### config.mk
export PLATFORM = sky130hd
export DESIGN_NAME = pattern_detector
export DESIGN_NICKNAME = d
export VERILOG_FILES = /design/src/rtl/pattern_detector_pkg.sv /design/src/rtl/pattern_detector.sv
export SDC_FILE = /design/constraint.sdc
export NUM_CORES = 1
export LEC_CHECK = 0
export BUFFER_PORTS_ARGS = -buffer_cell sky130_fd_sc_hd__buf_2
export CORE_AREA = 3 3 40 42
export DETAILED_ROUTE_END_ITERATION = 12
export DIE_AREA = 0 0 43 45
export GPL_ROUTABILITY_DRIVEN = 0
export PLACE_DENSITY = 0.33
export SLEW_MARGIN = 20
export SYNTH_ARGS = -nofsm -noshare
export SYNTH_HDL_FRONTEND = slang
export SYNTH_SLANG_ARGS = --single-unit
### constraint.sdc
create_clock -name clk -period 1 [get_ports clk]
set_input_delay 0.2 -clock clk [delete_from_list [all_inputs] [get_ports clk]]
set_output_delay 0.2 -clock clk [all_outputs]
set_load 0.03 [all_outputs]
### src/rtl/pattern_detector_pkg.sv
// Shared definitions for the serial pattern detector.
package pattern_detector_pkg;

  localparam int unsigned DEFAULT_LEN = 3;
  localparam logic [DEFAULT_LEN-1:0] DEFAULT_PATTERN = 3'b101;

  // Equivalent Moore states of the default "101" detector, for waveform decoding.
  // StIdle: nothing useful seen, StGot1: "1", StGot10: "10", StMatch: "101" just seen.
  typedef enum logic [1:0] {
    StIdle  = 2'd0,
    StGot1  = 2'd1,
    StGot10 = 2'd2,
    StMatch = 2'd3
  } pd_state_t;

endpackage

### src/rtl/pattern_detector.sv
// Serial bit-stream sequence detector with a registered single-cycle match flag.
module pattern_detector
  import pattern_detector_pkg::*;
#(
  parameter int unsigned              PATTERN_LEN = DEFAULT_LEN,
  parameter logic [PATTERN_LEN-1:0]   PATTERN     = DEFAULT_PATTERN,
  parameter bit                       OVERLAP     = 1'b1
) (
  input  logic clk,
  input  logic rst,
  input  logic in,
  output logic out
);

  localparam int unsigned     CntW    = $clog2(PATTERN_LEN + 1);
  localparam logic [CntW-1:0] CntMax  = CntW'(PATTERN_LEN);
  localparam logic [CntW-1:0] CntLast = CntW'(PATTERN_LEN - 1);

  if ((PATTERN_LEN < 2) || (PATTERN_LEN > 32)) begin : g_len_check
    $error("pattern_detector: PATTERN_LEN must be in 2..32");
  end

  logic [PATTERN_LEN-1:0] hist_q, hist_d;
  logic [CntW-1:0]        cnt_q, cnt_d;
  logic                   out_q, out_d;

  logic [PATTERN_LEN-1:0] shifted;
  logic                   match;

  // Next-state: shift in the new bit, gate the compare on enough valid bits having arrived.
  always_comb begin
    shifted = {hist_q[PATTERN_LEN-2:0], in};
    // cnt counts bits already held; the bit being sampled makes it one more.
    match   = (cnt_q >= CntLast) && (shifted == PATTERN);
    hist_d  = shifted;
    cnt_d   = (cnt_q == CntMax) ? cnt_q : cnt_q + 1'b1;
    out_d   = match;
    if (match && !OVERLAP) begin
      // Next match may only use bits received after this one.
      hist_d = '0;
      cnt_d  = '0;
    end
  end

  // State registers with synchronous reset that overrides the incoming bit.
  always_ff @(posedge clk) begin
    if (rst) begin
      hist_q <= '0;
      cnt_q  <= '0;
      out_q  <= 1'b0;
    end else begin
      hist_q <= hist_d;
      cnt_q  <= cnt_d;
      out_q  <= out_d;
    end
  end

  assign out = out_q;

endmodule

# Yosys cells after proc, flatten, opt, wreduce, memory -nomap -nowiden
# Cells that the tools add are included.
dict set report totals {
  inputBits 3
  reg_bits 5
}
dict set report op_classes {
  n_reduce_logical 1
  magnitude_cmp 1
  n_addsub 1
  eq_ne 2
}
# cell n
set ops {}
lappend ops {{$eq 3x3->1 const B} 1}
lappend ops {{$add 2x1->2 const B} 1}
lappend ops {{$eq 2x2->1 const B} 1}
lappend ops {{$ge 2x2->1 const B} 1}
lappend ops {{$logic_and 1x1->1} 1}

# Depth between registers and ports, before layout
dict set report logic_depth {
  ltp_word 2
  depth_mapped 4
  depth_no_buf 4
}

# Worst setup path after synthesis
# No wires, ideal clock.
dict set report synth_timing {
  path_type {reg-to-reg}
  from {reg cnt_q[0]}
  to {reg cnt_q[1]}
  path_stages_with_launch 5
  setup_slack_ns -0.044
  setup_time_ns 0.066
  arrival_time_ns 0.978
  cell_sequence {dfxtp_1 -> inv_1 -> ha_1 -> or2_1 -> a21oi_2}
}
dict set report synth_via {
  elab_chain_len 1
  word_cells_on_any_way 2
}
# item line
set synth_rtl {}
lappend synth_rtl {{from (decl)} pattern_detector.sv:24} ;# logic [CntW-1:0] cnt_q, cnt_d;
lappend synth_rtl {{from (signal assigned)} pattern_detector.sv:53} ;# cnt_q <= cnt_d;
lappend synth_rtl {{$add 2x1->2 or $eq 2x2->1 (tied branches)} pattern_detector.sv:36} ;# cnt_d = (cnt_q == CntMax) ? cnt_q : cnt_q + 1'b1;
# Parallel ways exist; a longest one is shown, timed or not.
# A chain may end at the register's enable or synchronous reset.

# Final worst setup path
# Same ends and word-level chain as after synthesis.

==> results.txt <==
The run finished with clean final reports. The ratio of routed vias to standard cells came out at 3.425. The total clock buffers created by CTS is 3. Prior to clock tree synthesis, the placed netlist has a worst setup slack of -27.55 ps.

The layout cell share with drive strength beyond 1 came out at 56.00%. On the worst path, the slowest cell contributes a delay of 340 ps. The count of different cell masters after synthesis is 11. In this run the cell area of the synthesized design comes to 191.4 sq um.

The total iterations of the first detailed-routing run came out at 1. The vertical die dimension came out at 45 um. For this run, the number of Yosys warnings is 0.

The share of the yosys chip area belonging to registers is 52.29%. The deepest clock path buffer count came out at 2. The number of cell instances on the worst register-to-register path came out at 4. The count of clock tree sinks is 5. By area the synthesized netlist is led by dfxtp_1 52%, ha_1 13%, and4bb_1 6.5%.

In the post-route analysis, the smallest setup slack over all paths is 11.80 ps. With fillers left out, the area of the finished cells amounts to 276.5 sq um. The remaining routing DRC violations came out at 0.

STA classifies the critical path endpoint as a register. For this design, the CTS-stage hold fixing added 0 buffers. For this design, the slowest cell found on the critical path is dfxtp_2. Summed over all layers, the routed wires come to 312 um. The final critical delay including setup and external delays is 988.2 ps. Setup repair after global routing could not meet its margin everywhere. The data arrival time of the critical path came out at 1160 ps. The detail-routed net length per standard cell came out at 7.800 um. The number of rows created at floorplan is 13. The number of max-cap violations is 0. The net count of the finished layout is 31.

The path type of the worst min-delay path is in2reg. The worst register-to-register path begins at cnt_q[0]. The initial core utilization came out at 14.90%.

The via count is 137. The share of the clock period used by the worst path after layout came out at 98.82%. The final setup violation count came out at 0.

The slack of the worst reg-to-reg path is 10 ps. The count of antenna-violating nets left after detailed routing came out at 0. The final count of pins violating max slew is 0. The half-perimeter wire length after detailed placement came out at 226.8 um. The global-route wire length before repair came out at 510 um.

The count of inserted antenna diode cells is 0. The maximum level of the CTS H-tree is 1. The worst hold path terminates at cnt_q[1].

The cell area after placement is 234.0 sq um. The average cell area after synthesis came out at 11.26 sq um. The floorplan step defined a die boundary enclosing 1935 sq um. The largest clock skew in the final design is 3.902 ps. The area share of the largest cell type after synthesis is 52.29%. The maximum clock frequency is 1012 MHz. On the critical path the largest part of the delay comes from flip-flops. After synthesis the netlist holds a flip-flop and latch count of 5. The worst setup path is of the reg2reg kind.

The data required time at the worst endpoint came out at 1170 ps. The total count of hold-check failures in the final report is 0. The initial antenna violation count came to 0. The hold slack is 172.0 ps. The worst setup path is launched from a register. The region available for standard cell placement spans 1285 sq um. CTS placed an instance of clkbuf_4 at the clock tree root. In this run the static leakage power is 0.1201 nW. The clock latency on the worst-skew pair came out at 240 ps. For this block, the initial DRC count from the detailed router was 0. The library cells used most frequently in the layout, excluding fill and tap cells, are 3 x clkbuf_4, 3 x dfxtp_1, 3 x buf_2, 2 x nor2_1, 2 x dfxtp_2.

The critical path goes through inv_2 > ha_4 > or2_1 > a21oi_2. The number of global-route vias before repair came to 144. VDD sags by at most 0.9794 mV. The number of buffers and inverters on the critical path is 1.

The number of nets in the synthesized netlist is 22. At the pin with the least slew margin, the transition time is 158.6 ps. Compared with the post-synthesis result, the final layout area differs by 44.44%. For this design the ratio of total power to cell area is 2116 nW/um^2. The startpoint identified for the worst hold timing path is rst.

The endpoint identified for the worst register-to-register timing path is cnt_q[1]. The total routing resource utilization after global routing came out at 4.420%. Synthesis produced a netlist whose cell count is 17.

Of all nets on the critical path, the largest fanout is 3. The number of I/O port buffers came out at 3. The width of the die came out at 43 um.

The worst hold path passes through 2 cells. The CTS tree is done. The maximum number of pins on one net before global-route repair is 5.

The count of pins on the block boundary came out at 4. The relative slew slack came out at 89.50%. The cell accounting for the most synthesized area is dfxtp_1. The overflow left after global routing came out at 0.

After clock tree synthesis, the clock-pin slew on the worst setup and hold paths is 40 ps.
==> worst max path at each step <==
stage                     slack [ps]     start  endpoint  cells past startpoint
final                             10  cnt_q[0]  cnt_q[1]                      4
after global routing             -40  cnt_q[0]  cnt_q[1]                      4
after CTS                          4  cnt_q[1]  cnt_q[1]                      3
after detailed placement         -30  cnt_q[0]  cnt_q[1]                      4
after global placement            -7  cnt_q[0]  cnt_q[1]                      4
after floorplan                    3  cnt_q[0]  cnt_q[1]                      4
==> layout make-up <==
type,instances,area [sq um]
Clock buffer,4,26.28
Inverter,1,3.754
Multi-Input combinational cell,11,102.6
Fill cell,138,1008
Sequential cell,5,102.6
Timing Repair Buffer,4,22.52
Tap cell,15,18.77
==> power by group <==
| part | internal (W) | leakage [nW] | total (W) | switching (W) |
|---|---|---|---|---|
| sequential | 0.000227 | 0.0418 | 0.000252 | 0.0000248 |
| combinational | 0.0000596 | 0.0633 | 0.000102 | 0.0000420 |
| clock | 0.000151 | 0.0150 | 0.000232 | 0.0000810 |
| total | 0.000437 | 0.120 | 0.000585 | 0.000148 |
==> cells by family (layout without fill, tap and decap cells) <==
kind of cell	count (synthesis)	after routing	synth area share, %
flip-flops	5	5	52.29
AO/OA/AOI/OAI	1	1	4.576
AND/OR/NAND/NOR	7	7	23.53
adder cells (fa/ha/maj)	2	2	13.07
buffers and inverters	1	9	1.959
XOR/XNOR	1	1	4.576
==> worst reg2reg max path: stages, from the launching register on <==
cell     delay [ps]
dfxtp_2         340
inv_2            50
ha_4            200
or2_1           220
a21oi_2         120
==> state kept, by name, indices dropped and copies added, names as in the netlist <==
name    flops
out         1
hist_q      2
cnt_q       2
==> Yosys cell counts, drive strengths merged <==
cell / count
nor2: 2
inv: 1
xor2: 1
nor2b: 2
nand2: 1
and4bb: 1
a21oi: 1
or2: 1
ha: 2
dfxtp: 5
==> routing by layer <==
| layer | GRT usage (%) | up-vias | routed length, um |
|---|---|---|---|
| met5 | 0 | - | 0 |
| met4 | 1.807 | 0 | 0 |
| met3 | 7.570 | 0 | 25 |
| met2 | 5.689 | 4 | 125 |
| met1 | 2.906 | 62 | 162 |
| li1 | - | 71 | - |
==> stage by stage <==
stage,power (W),TNS (ps),instances,utilization (%)
after floorplan,0.0003050,0,17,-
after global placement,0.0003307,-7.166,36,18.21
after detailed placement,0.0003350,-27.55,36,18.21
after CTS,0.0005996,0,40,21.32
after global routing,0.0006448,-37.55,40,21.52
final,0.0005851,0,40,21.52
==> timing repair <==
item	CTS	global route
endpoints found under the setup margin	1	1
resized for setup	3	1
pin swaps	2	0
setup buffers	0	0
cloned	0	0
(Power assumes the default switching activity.)
